File: config.mk
export PLATFORM = sky130hd
export DESIGN_NAME = mux_scan_controller
export DESIGN_NICKNAME = d
export VERILOG_FILES = /design/src/rtl/mux_scan_controller.sv
export SDC_FILE = /design/constraint.sdc
export NUM_CORES = 1
export LEC_CHECK = 0
export ABC_AREA = 0
export ABC_CLOCK_PERIOD_IN_PS = 1500
export BUFFER_PORTS_ARGS = -buffer_cell sky130_fd_sc_hd__buf_2
export CAP_MARGIN = 25
export CORE_MARGIN = 5
export CORE_UTILIZATION = 40
export CTS_CLUSTER_DIAMETER = 200
export DETAILED_ROUTE_END_ITERATION = 10
export MAX_ROUTING_LAYER = met4
export PLACE_DENSITY_LB_ADDON = 0.2
export SLEW_MARGIN = 20
export SYNTH_ARGS = -nofsm -noshare
export SYNTH_HDL_FRONTEND = slang
export SYNTH_SLANG_ARGS = --single-unit
File: constraint.sdc
create_clock -name clk -period 1.5 [get_ports clk]
set_input_delay 0.15 -clock clk [delete_from_list [all_inputs] [get_ports clk]]
set_output_delay 0.15 -clock clk [all_outputs]
set_load 0.005 [all_outputs]
File: src/rtl/mux_scan_controller.sv
// Scan controller wrapped around a 4:1 structural mux.
// Steps the mux select lines through every enabled channel in ascending
// order, holds each address for DWELL cycles, captures mux_out into the
// matching sample bit, then pulses valid for one cycle.
module mux_scan_controller #(
  parameter int unsigned DWELL = 4,
  parameter int unsigned CNT_W = 3
) (
  input  logic       clk,
  input  logic       reset_n,
  input  logic       start,
  input  logic [3:0] chan_mask,
  input  logic       mux_out,
  output logic       addr0,
  output logic       addr1,
  output logic [3:0] sample,
  output logic       busy,
  output logic       valid
);

  typedef enum logic [1:0] {
    IDLE = 2'd0,
    SCAN = 2'd1,
    DONE = 2'd2
  } state_t;

  // Counter reload value; DWELL up to 2^CNT_W still fits after the minus one.
  localparam logic [CNT_W-1:0] RELOAD = CNT_W'(DWELL - 1);

  state_t           state, state_nx;
  logic [1:0]       ch, ch_nx;
  logic [3:0]       mask_q, mask_nx;
  logic [3:0]       sample_nx;
  logic [CNT_W-1:0] cnt, cnt_nx;
  logic             busy_nx;
  logic             valid_nx;

  logic [1:0]       first_ch;
  logic             first_hit;
  logic [1:0]       next_ch;
  logic             next_hit;

  // The current channel register drives the mux select lines directly.
  assign addr0 = ch[0];
  assign addr1 = ch[1];

  // Lowest enabled channel of the incoming mask (scan entry point).
  always_comb begin
    first_ch  = '0;
    first_hit = 1'b0;
    for (int unsigned i = 0; i < 4; i++) begin
      if (!first_hit && chan_mask[i]) begin
        first_ch  = 2'(i);
        first_hit = 1'b1;
      end
    end
  end

  // Next enabled channel above the current one in the latched mask; no wrap.
  always_comb begin
    next_ch  = '0;
    next_hit = 1'b0;
    for (int unsigned i = 0; i < 4; i++) begin
      if (!next_hit && mask_q[i] && (i > 32'(ch))) begin
        next_ch  = 2'(i);
        next_hit = 1'b1;
      end
    end
  end

  // Next-state and next-output logic for the scan sequencer.
  always_comb begin
    state_nx  = state;
    ch_nx     = ch;
    mask_nx   = mask_q;
    sample_nx = sample;
    cnt_nx    = cnt;
    busy_nx   = busy;
    valid_nx  = 1'b0;

    case (state)
      IDLE: begin
        if (start) begin
          sample_nx = '0;
          if (chan_mask != '0) begin
            mask_nx  = chan_mask;
            ch_nx    = first_ch;
            cnt_nx   = RELOAD;
            busy_nx  = 1'b1;
            state_nx = SCAN;
          end else begin
            // Empty mask completes immediately without ever raising busy.
            valid_nx = 1'b1;
            state_nx = DONE;
          end
        end
      end

      SCAN: begin
        if (cnt != '0) begin
          cnt_nx = cnt - CNT_W'(1);
        end else begin
          sample_nx[ch] = mux_out;
          if (next_hit) begin
            ch_nx  = next_ch;
            cnt_nx = RELOAD;
          end else begin
            busy_nx  = 1'b0;
            valid_nx = 1'b1;
            state_nx = DONE;
          end
        end
      end

      DONE: begin
        state_nx = IDLE;
      end

      default: begin
        state_nx = IDLE;
      end
    endcase
  end

  // State and output registers, cleared asynchronously by reset_n.
  always_ff @(posedge clk or negedge reset_n) begin
    if (!reset_n) begin
      state  <= IDLE;
      ch     <= '0;
      mask_q <= '0;
      sample <= '0;
      cnt    <= '0;
      busy   <= 1'b0;
      valid  <= 1'b0;
    end else begin
      state  <= state_nx;
      ch     <= ch_nx;
      mask_q <= mask_nx;
      sample <= sample_nx;
      cnt    <= cnt_nx;
      busy   <= busy_nx;
      valid  <= valid_nx;
    end
  end

endmodule

==> results of run 1 <==
state kept, by name (all words and copies together) (netlist names):
name	count
mask_q	3
sample	4
ch	2
state	2
valid	1
cnt	3
busy	1
synth_stat cells, types with 2 or more instances:
cell	instances	area (um2)
dfrtp_1	16	400
inv_1	4	15.0
nor4_1	2	12.5
nor2b_1	3	18.8
o31ai_1	3	22.5
nand3_1	2	10.0
nand2_1	11	41.3
nor3b_2	2	25.0
ha_1	2	25.0
nand2b_1	3	18.8
o21ai_0	7	35.0
o21a_1	3	22.5
nor2_1	8	30.0
a21oi_1	5	25.0
timing repair:
item	4_1_cts	5_1_grt
buffers inserted	2	2
pin swaps	1	7
setup endpoints to repair	3	11
resized for setup	6	21
hold buffers	1	0
hold endpoints to repair	16	0
report_power, final:
group | internal (uW) | switching [uW] | leakage, uW
clock | 148 | 145 | 0.0000210
sequential | 632 | 186 | 0.000197
combinational | 852 | 735 | 0.000368
tightest hold or removal path: stages:
cell and delay, ns:
buf_2 0.11, nand2_1 0.05, nand2_1 0.05
stage by stage:
step,instance area (um2),total power (uW),setup slack [ns],TNS [ns]
final,1250,2700,-0.0535,-0.0535
after global routing,1250,2930,-0.109,-0.465
after CTS,1180,2460,-0.0509,-0.0725
after detailed placement,1100,2080,-0.0648,-0.124
after global placement,1100,2040,-0.0206,-0.0568
after floorplan,865,1490,-0.0167,-0.0232
placed cells by master (no fill, tap or decap), drive strengths merged:
master and instances:
o21ba 1, nor2b 3, nor4 3, o21bai 1, nand2 11, clkbuf 4, nand4 1, dfrtp 16
nor3b 3, mux2 1, nand2b 3, and2b 1, a21oi 6, or4 2, dlygate4sd3 1, ha 2
buf 37, nand3 2, o21ai 7, inv 4, o21a 3, a31oi 1, a22o 1, nor2 8
o2bb2ai 1, a311oi 1, nor3 1, o31ai 3, mux2i 1
worst max path at each step:
stage,from,slack [ns],endpoint,cells after the start
floorplan,cnt[0],-0.02,ch[1],6
global placement,ch[0],-0.02,ch[0],4
detailed placement,cnt[1],-0.06,ch[0],6
CTS,cnt[0],-0.05,ch[1],6
global route,state[1],-0.11,ch[0],5
finish,ch[1],-0.05,ch[1],4
routing by layer:
layer | part of all wire (%) | track usage (%) | wire, um
met5 | 0 | - | 0
met4 | 2.9 | 6.10 | 62
met3 | 3.2 | 2.32 | 68
met2 | 50 | 24.5 | 1060
met1 | 44 | 17.6 | 918
cells by family after synthesis:
family	synth area share, %
AND/OR/NAND/NOR	25.2
flip-flops	47.2
buffers and inverters	2.80
AO/OA/AOI/OAI	19.3
multiplexers	2.51
adder cells (fa/ha/maj)	2.95
layout make-up:
type / count / area [um2] / share of cell area, %
Timing Repair Buffer: 38 / 254 / 20.2
Tap cell: 27 / 33.8 / 2.69
Sequential cell: 16 / 403 / 32.1
Inverter: 4 / 15.0 / 1.20
Multi-Input combinational cell: 67 / 513 / 40.9
Clock buffer: 4 / 36.3 / 2.89
==> results.toml, run 1 <==
[die]
start_util_pct = 42.8
rows = 16
die_width_um = 56.1
core_um2 = 1980
die_area_um2 = 3140
die_height_um = 56.1
boundaryPins = 16

[place]
place_inst = 147
port_buffers = 15
gp_congestion = 0.821
hpwl_mm = 1.52

[grt]
grt_usage_pct = 14.7
grt_overflow = 0
grt_max_degree = 17
grt_pass1_vias = 793
grt_antenna_before_repair = 0
grt_pass1_wl_mm = 3.55

[clock_network]
cts_tree = "done"
clkSinkCount = 16
htree_levels = 1
root_buffer = "clkbuf_4"
clk_pin_slew_ns = 0.10
clkLatencyLatePin_ns = 0.29
clock_path_buffers = 2
cts_buffers = 3

[critical_path]
path_buf_inv = 0
cp-end-kind = "flip-flop"
cp.arrival_ns = 1.75
cp_max_fo = 4
cpPeakStageDelay_ns = 0.50
reg2reg_depth = 4
crit_family = "simple AND/OR/NAND/NOR gates"
reg2reg_from = "ch[1]"
r2r_slack_ns = -0.05
cp_slowest_cell = "or4_4"
start_kind = "flip-flop"
cp.required_ns = 1.69
timing.rr.end = "ch[1]"
critical_path_class = "reg -> reg"
path_cells = "nor3b_4 > nor2_1 > or4_4 > o21a_1"

[synth]
synthArstFlopShare_pct = 100
synth_warnings = 0
synth_edf_count = 0
yosysSeqAreaShare_pct = 47.2
syn_nets = 99
postSynthAreaPerCell_um2 = 9.53
synthCells = 89
syn_area_um2 = 848
synthFlopType = "dfrtp_1"
synth.distinct_cells = 32
yosys_register_bits = 16

[hold_path]
min_path_cells = 3
holdPathEnd = "mask_q[2]"
min_path_type = "in -> reg"
hp-start = "chan_mask[2]"

[timing]
rsz0062_at_grt = "true"
slew_headroom_pct = 75.0
period_share_pct = 104
hold_viol = 0
fmax_ghz = 0.644
drv_slew = 0
period_needed_ns = 1.55
setup_ws_ns = -0.0535
worst_pin_slew_ns = 0.375
fin_hold_ws_ns = 0.0944
setup_violations = 1
skew_ns = 0.00264

[route]
vias_per_cell = 5.19
final_antenna_net_count = 0
drc = 0
firstDrtPassIters = 4
wirelength_mm = 2.11
drt_iter0_markers = 20
vias = 810
wl_per_cell_um = 13.5

[cells_and_area]
drive_above_1_share_pct = 49.6
synthToLayoutAreaGrowth_pct = 47.9
layout.cells.non_filler = 156
nNetsFinal = 140
final_util_pct = 63.3
nFillCells = 161
diodes = 0

[power_and_ir_drop]
p_leak_uw = 0.000586
ir_worst_vdd_v = 0.00108
power_density_nw_per_um2 = 2150

[outcome]
violations = "negative setup slack"
outcome = "complete, but fails checks"

[run]
cap_violations = 0
Note: power is estimated with default switching activity, not from simulation.
==> run 2, diff against run 1 <==
- ABC_AREA: 0 -> 1
==> run 2 against run 1 <==
Effect of this change:
- the run now ends clean
- global-route usage shrank 2.3 points
- synthesized cell count rose by 31%
- worst hold slack got worse by 0.0010 ns
- non-clock buffer count decreased by 21
- cell area is 17% lower
- die area rose by 2.9%
- via count down 2.3%
- sequential share of layout area is 6.5 points higher
- clock skew up 0.0015 ns
- register-to-register slack better by 0.19 ns
- final cell count rose by 5.8%
- clock power up 3%
- highest routed layer unchanged
==> results.toml, run 2 <==
[timing]
fin_hold_ws_ns = 0.0934
hold_viol = 0
slew_headroom_pct = 75.5
rsz0062_at_grt = "false"
drv_slew = 0
period_needed_ns = 1.36
fin_setup_tns_ns = 0
period_share_pct = 90.9
skew_ns = 0.00410
worst_pin_slew_ns = 0.368
setup_violations = 0
fmax_ghz = 0.733

[cells_and_area]
top_register = "sample"
final_cell_mix = "39 x nand2_1, 16 x dfrtp_1, 15 x inv_1, 15 x buf_2, 10 x nor2_1"
drive_above_1_share_pct = 21.2
synthToLayoutAreaGrowth_pct = 17.9
diodes = 0
nNetsFinal = 148
mostFrequentLayoutCell = "nand2_1"
largest_reg_flops = 4
final_util_pct = 48.2
top_regs = "sample x4, cnt x3, mask_q x3"
nFillCells = 232

[critical_path]
critical_path_class = "reg -> reg"
cpPeakStageDelay_ns = 0.40
cp_slowest_cell = "dfrtp_1"
path_cells = "inv_1 > ha_1 > nand2_1 > nand2_4 > nand2_1 > a21oi_1 > o22ai_1"
critical_path.most_common_cell = "nand2_1"
start_kind = "flip-flop"
cp.required_ns = 1.69
cp-end-kind = "flip-flop"
cp_max_fo = 8
cp.arrival_ns = 1.55

[route]
vias = 791
vias_per_cell = 4.79
drt_iter0_markers = 14
final_antenna_net_count = 0
wirelength_mm = 1.85
firstDrtPassIters = 4
drc = 0
wl_per_cell_um = 11.2

[clock_network]
clock_path_buffers = 2
clkLatencyLatePin_ns = 0.29
cts_buffers = 3
clk_pin_slew_ns = 0.11
post-cts-setup-buffers = 0
htree_levels = 1
root_buffer = "clkbuf_4"
clkSinkCount = 16
cts_tree = "done"

[synth]
synth_most_common_cell = "nand2_1"
synthTopCellsByArea = "dfrtp_1 46%, nand2_1 17%, inv_1 6.4%"
yosysTopAreaCellShare_pct = 45.6
synth_warnings = 0
postSynthAreaPerCell_um2 = 7.51
synthArstFlopShare_pct = 100
synth_edf_count = 0
yosys_register_bits = 16
yosysTopAreaCell = "dfrtp_1"
syn_nets = 127
synth.distinct_cells = 18
yosysSeqAreaShare_pct = 45.6
synth_commonest_cells = "39 x nand2_1, 16 x dfrtp_1, 15 x inv_1"
synthFlopType = "dfrtp_1"
synthCells = 117
syn_area_um2 = 878

[grt]
grt_max_degree = 17
grt_pass1_wl_mm = 3.04
grt_antenna_before_repair = 0
grt_overflow = 0
grt_usage_pct = 12.5
grt_pass1_vias = 703

[die]
boundaryPins = 16
core_um2 = 2150
die_width_um = 56.9
die_height_um = 56.9
start_util_pct = 40.9
rows = 17
die_area_um2 = 3230

[power_and_ir_drop]
power_density_nw_per_um2 = 2070
ir_worst_vdd_v = 0.000936
p_leak_uw = 0.000593

[place]
port_buffers = 15
gp_congestion = 0.774
hpwl_mm = 1.44

[hold_path]
min_path_type = "in -> reg"

[run]
cap_violations = 0

[outcome]
outcome = "finished, final reports clean"
-- run 2: cell types whose count changed after synthesis, sizes merged, moves of 3 or more --
cell	change
o21a	-3
nand2b	-3
o22ai	+4
nand4	+3
nor2b	-3
nor3b	-3
o31ai	-3
nor2	+3
nor4	-3
nand3	+6
inv	+14
nand2	+31
-- run 2: final timing paths --
check,slack (ns),endpoint,startpoint,cells after the start
worst max register to register,0.14,sample[3],cnt[0],7
worst max-delay path,0.14,sample[3],cnt[0],7
worst min-delay path,0.09,mask_q[3],chan_mask[3],3
min in group asynchronous,0.29,mask_q[2],reset_n,2
worst min register to register,0.49,busy,busy,2
max in group asynchronous,0.94,state[1],reset_n,2
-- run 2: kinds of logic after synthesis --
group	after synthesis	share of synthesized area [%]
AND/OR/NAND/NOR	65	33.0
buffers and inverters	19	8.97
flip-flops	16	45.6
AO/OA/AOI/OAI	14	8.55
adder cells (fa/ha/maj)	2	2.85
XOR/XNOR	1	0.997
-- run 2: layout make-up --
type | count | area, um2 | area share, %
tap | 28 | 35.0 | 3.38
sequential | 16 | 400 | 38.6
multi-input combinational | 82 | 404 | 39.0
inverter | 18 | 67.6 | 6.52
timing repair buffer | 17 | 92.6 | 8.94
clock buffer | 4 | 36.3 | 3.50
-- run 2: through the flow --
step | instances | instance area [um2] | setup slack (ns) | total power [uW]
floorplan | 117 | 878 | 0.259 | 1570
global placement | 160 | 985 | 0.156 | 1820
global route | 165 | 1040 | 0.0277 | 2350
detailed placement | 160 | 985 | 0.121 | 1840
finish | 165 | 1040 | 0.136 | 2140
CTS | 165 | 1030 | 0.108 | 2140
-- run 2: repair_timing --
| action | in CTS | in global routing |
|---|---|---|
| gates resized for setup | 0 | 1 |
| hold buffers | 1 | 0 |
| setup endpoints to repair | 0 | 2 |
| hold endpoints to repair | 16 | 0 |
-- run 2: per-layer routing --
| metal | global-route usage, % | up-vias | share of wire, % |
|---|---|---|---|
| li1 | - | 414 | - |
| met1 | 16.9 | 356 | 51 |
| met4 | 5.96 | 0 | 1.7 |
| met3 | 2.30 | 4 | 3.3 |
| met5 | - | - | 0 |
| met2 | 17.8 | 17 | 44 |
-- run 2: critical path, delay by kind of cell (launching register included) --
kind | cells | cell delay [ns]
flops | 1 | 0.40
buf+inv | 1 | 0.08
simple gates | 3 | 0.37
fa+ha+maj | 1 | 0.18
compound gates | 2 | 0.23
-- run 2: where the power goes --
| part | internal, uW | switching [uW] |
|---|---|---|
| clock network | 148 | 154 |
| registers | 609 | 115 |
| logic | 416 | 697 |
| total | 1170 | 967 |
==> run 3, diff against run 2 <==
- ABC_AREA: 1 -> not set
- HOLD_SLACK_MARGIN: not set -> 0.08
- REMOVE_ABC_BUFFERS: not set -> 1
==> run 3 against run 2 <==
Effect of this change:
- the run now ends with negative setup slack left
- die area shrank 2.8%
- first-iteration DRC count shrank 7.1%
- global-route usage grew 3.4 points
- critical path depth shrank 1
- via count shrank 0.25%
- register-to-register slack lost 0.21 ns
==> results.toml, run 3 (synthesis results as in run 1) <==
[die]
boundaryPins = 16
die_height_um = 56.1
core_um2 = 1980
rows = 16
start_util_pct = 42.8
die_width_um = 56.1
die_area_um2 = 3140

[route]
final_antenna_net_count = 0
drc = 0
wirelength_mm = 2.08
drt_iter0_markers = 13
wl_per_cell_um = 13.6
vias_per_cell = 5.16
vias = 789
firstDrtPassIters = 2

[hold_path]
min_path_type = "in -> reg"

[timing]
skew_ns = 0.00608
hold_viol = 0
slew_headroom_pct = 75.4
drv_slew = 0
fin_hold_ws_ns = 0.0969
fmax_ghz = 0.636
period_share_pct = 105
setup_ws_ns = -0.0729
rsz0062_at_grt = "true"
worst_pin_slew_ns = 0.368
setup_violations = 4
period_needed_ns = 1.57

[critical_path]
start_kind = "flip-flop"
critical_path_class = "reg -> reg"
cp.arrival_ns = 1.76
cp_max_fo = 3
cp.required_ns = 1.69
cp-end-kind = "flip-flop"

[clock_network]
cts_tree = "done"
htree_levels = 1
cts_buffers = 3
root_buffer = "clkbuf_4"
clk_pin_slew_ns = 0.10
clock_path_buffers = 2
clkLatencyLatePin_ns = 0.29
clkSinkCount = 16

[grt]
grt_max_degree = 17
grt_usage_pct = 15.8
grt_pass1_vias = 829
grt_pass1_wl_mm = 3.79
grt_overflow = 0
grt_antenna_before_repair = 0

[outcome]
violations = "negative setup slack"
outcome = "complete, but fails checks"

[cells_and_area]
synthToLayoutAreaGrowth_pct = 44.0
diodes = 0
drive_above_1_share_pct = 45.2
register_area_um2 = 400
final_cell_mix = "18 x buf_4, 16 x dfrtp_1, 15 x buf_2"
mostFrequentLayoutCell = "buf_4"
multi_input_area_um2 = 504
nFillCells = 161
nNetsFinal = 137
top_regs = "sample x4, cnt x3, mask_q x3"
largest_reg_flops = 4
top_register = "sample"

[place]
post-place-ws_ns = -0.144
port_buffers = 15
hpwl_mm = 1.50
gp_congestion = 0.752

[run]
cap_violations = 0

[power_and_ir_drop]
p_leak_uw = 0.000572
ir_worst_vdd_v = 0.00148
power_uw = 2550
power_density_nw_per_um2 = 2090
run 3: changes by cell type in the layout (fill, tap and decap cells not counted), moves of 3 or more:
cell,previous run,this run
o22ai_1,4,0
nor2_1,10,7
inv_1,15,2
nand2b_1,0,3
buf_4,1,18
nand3_1,7,2
o21a_1,0,3
nand2_1,39,11
run 3: worst max-delay path, stage by stage, from the launching register on:
cell and delay [ns]:
dfrtp_1 0.40, inv_2 0.09, ha_4 0.13, nor2b_4 0.17, a21oi_4 0.08, or4_4 0.48
o21a_1 0.12
run 3: what timing repair did:
action / in CTS / in global routing
endpoints found under the hold margin: 16 / 0
setup endpoints to repair: 10 / 11
gates resized for setup: 10 / 11
pin swaps: 2 / 6
hold buffers: 1 / 0
buffers inserted: 2 / 0
run 3: routing by layer:
layer,vias to the layer above,global-route usage (%),part of all wire (%)
met4,0,3.39,0.72
met3,2,5.57,5.2
met2,17,26.2,52
li1,394,-,-
met1,376,18.4,42
met5,-,-,0
run 3: area by class of cell:
class                           count  share of cell area [%]
Clock buffer                        4                    2.97
Tap cell                           27                    2.77
Multi-Input combinational cell     67                    41.3
Inverter                            4                    1.23
Sequential cell                    16                    32.8
Timing Repair Buffer               35                    19.0
run 3: per-stage QoR:
stage	std cells	util [%]	instance area [um2]	setup TNS (ns)
after detailed placement	146	54.3	1080	-0.436
after CTS	153	59.3	1180	-0.0842
after global routing	153	61.6	1220	-0.946
after floorplan	87	-	840	-0.148
after global placement	146	54.3	1080	-0.167
final	153	61.6	1220	-0.138
run 3: where the power goes:
| part | switching [uW] | internal [uW] |
|---|---|---|
| Clock | 146 | 148 |
| Combinational | 705 | 761 |
| Sequential | 167 | 626 |
run 3: worst paths after layout:
path | from | to | slack, ns | cells after the start
setup / recovery | cnt[0] | ch[1] | -0.07 | 6
hold / removal | chan_mask[2] | mask_q[2] | 0.1 | 3
setup reg to reg | cnt[0] | ch[1] | -0.07 | 6
hold reg to reg | mask_q[1] | mask_q[1] | 0.49 | 2
max in group asynchronous | reset_n | sample[0] | 0.94 | 2
min in group asynchronous | reset_n | state[0] | 0.29 | 2
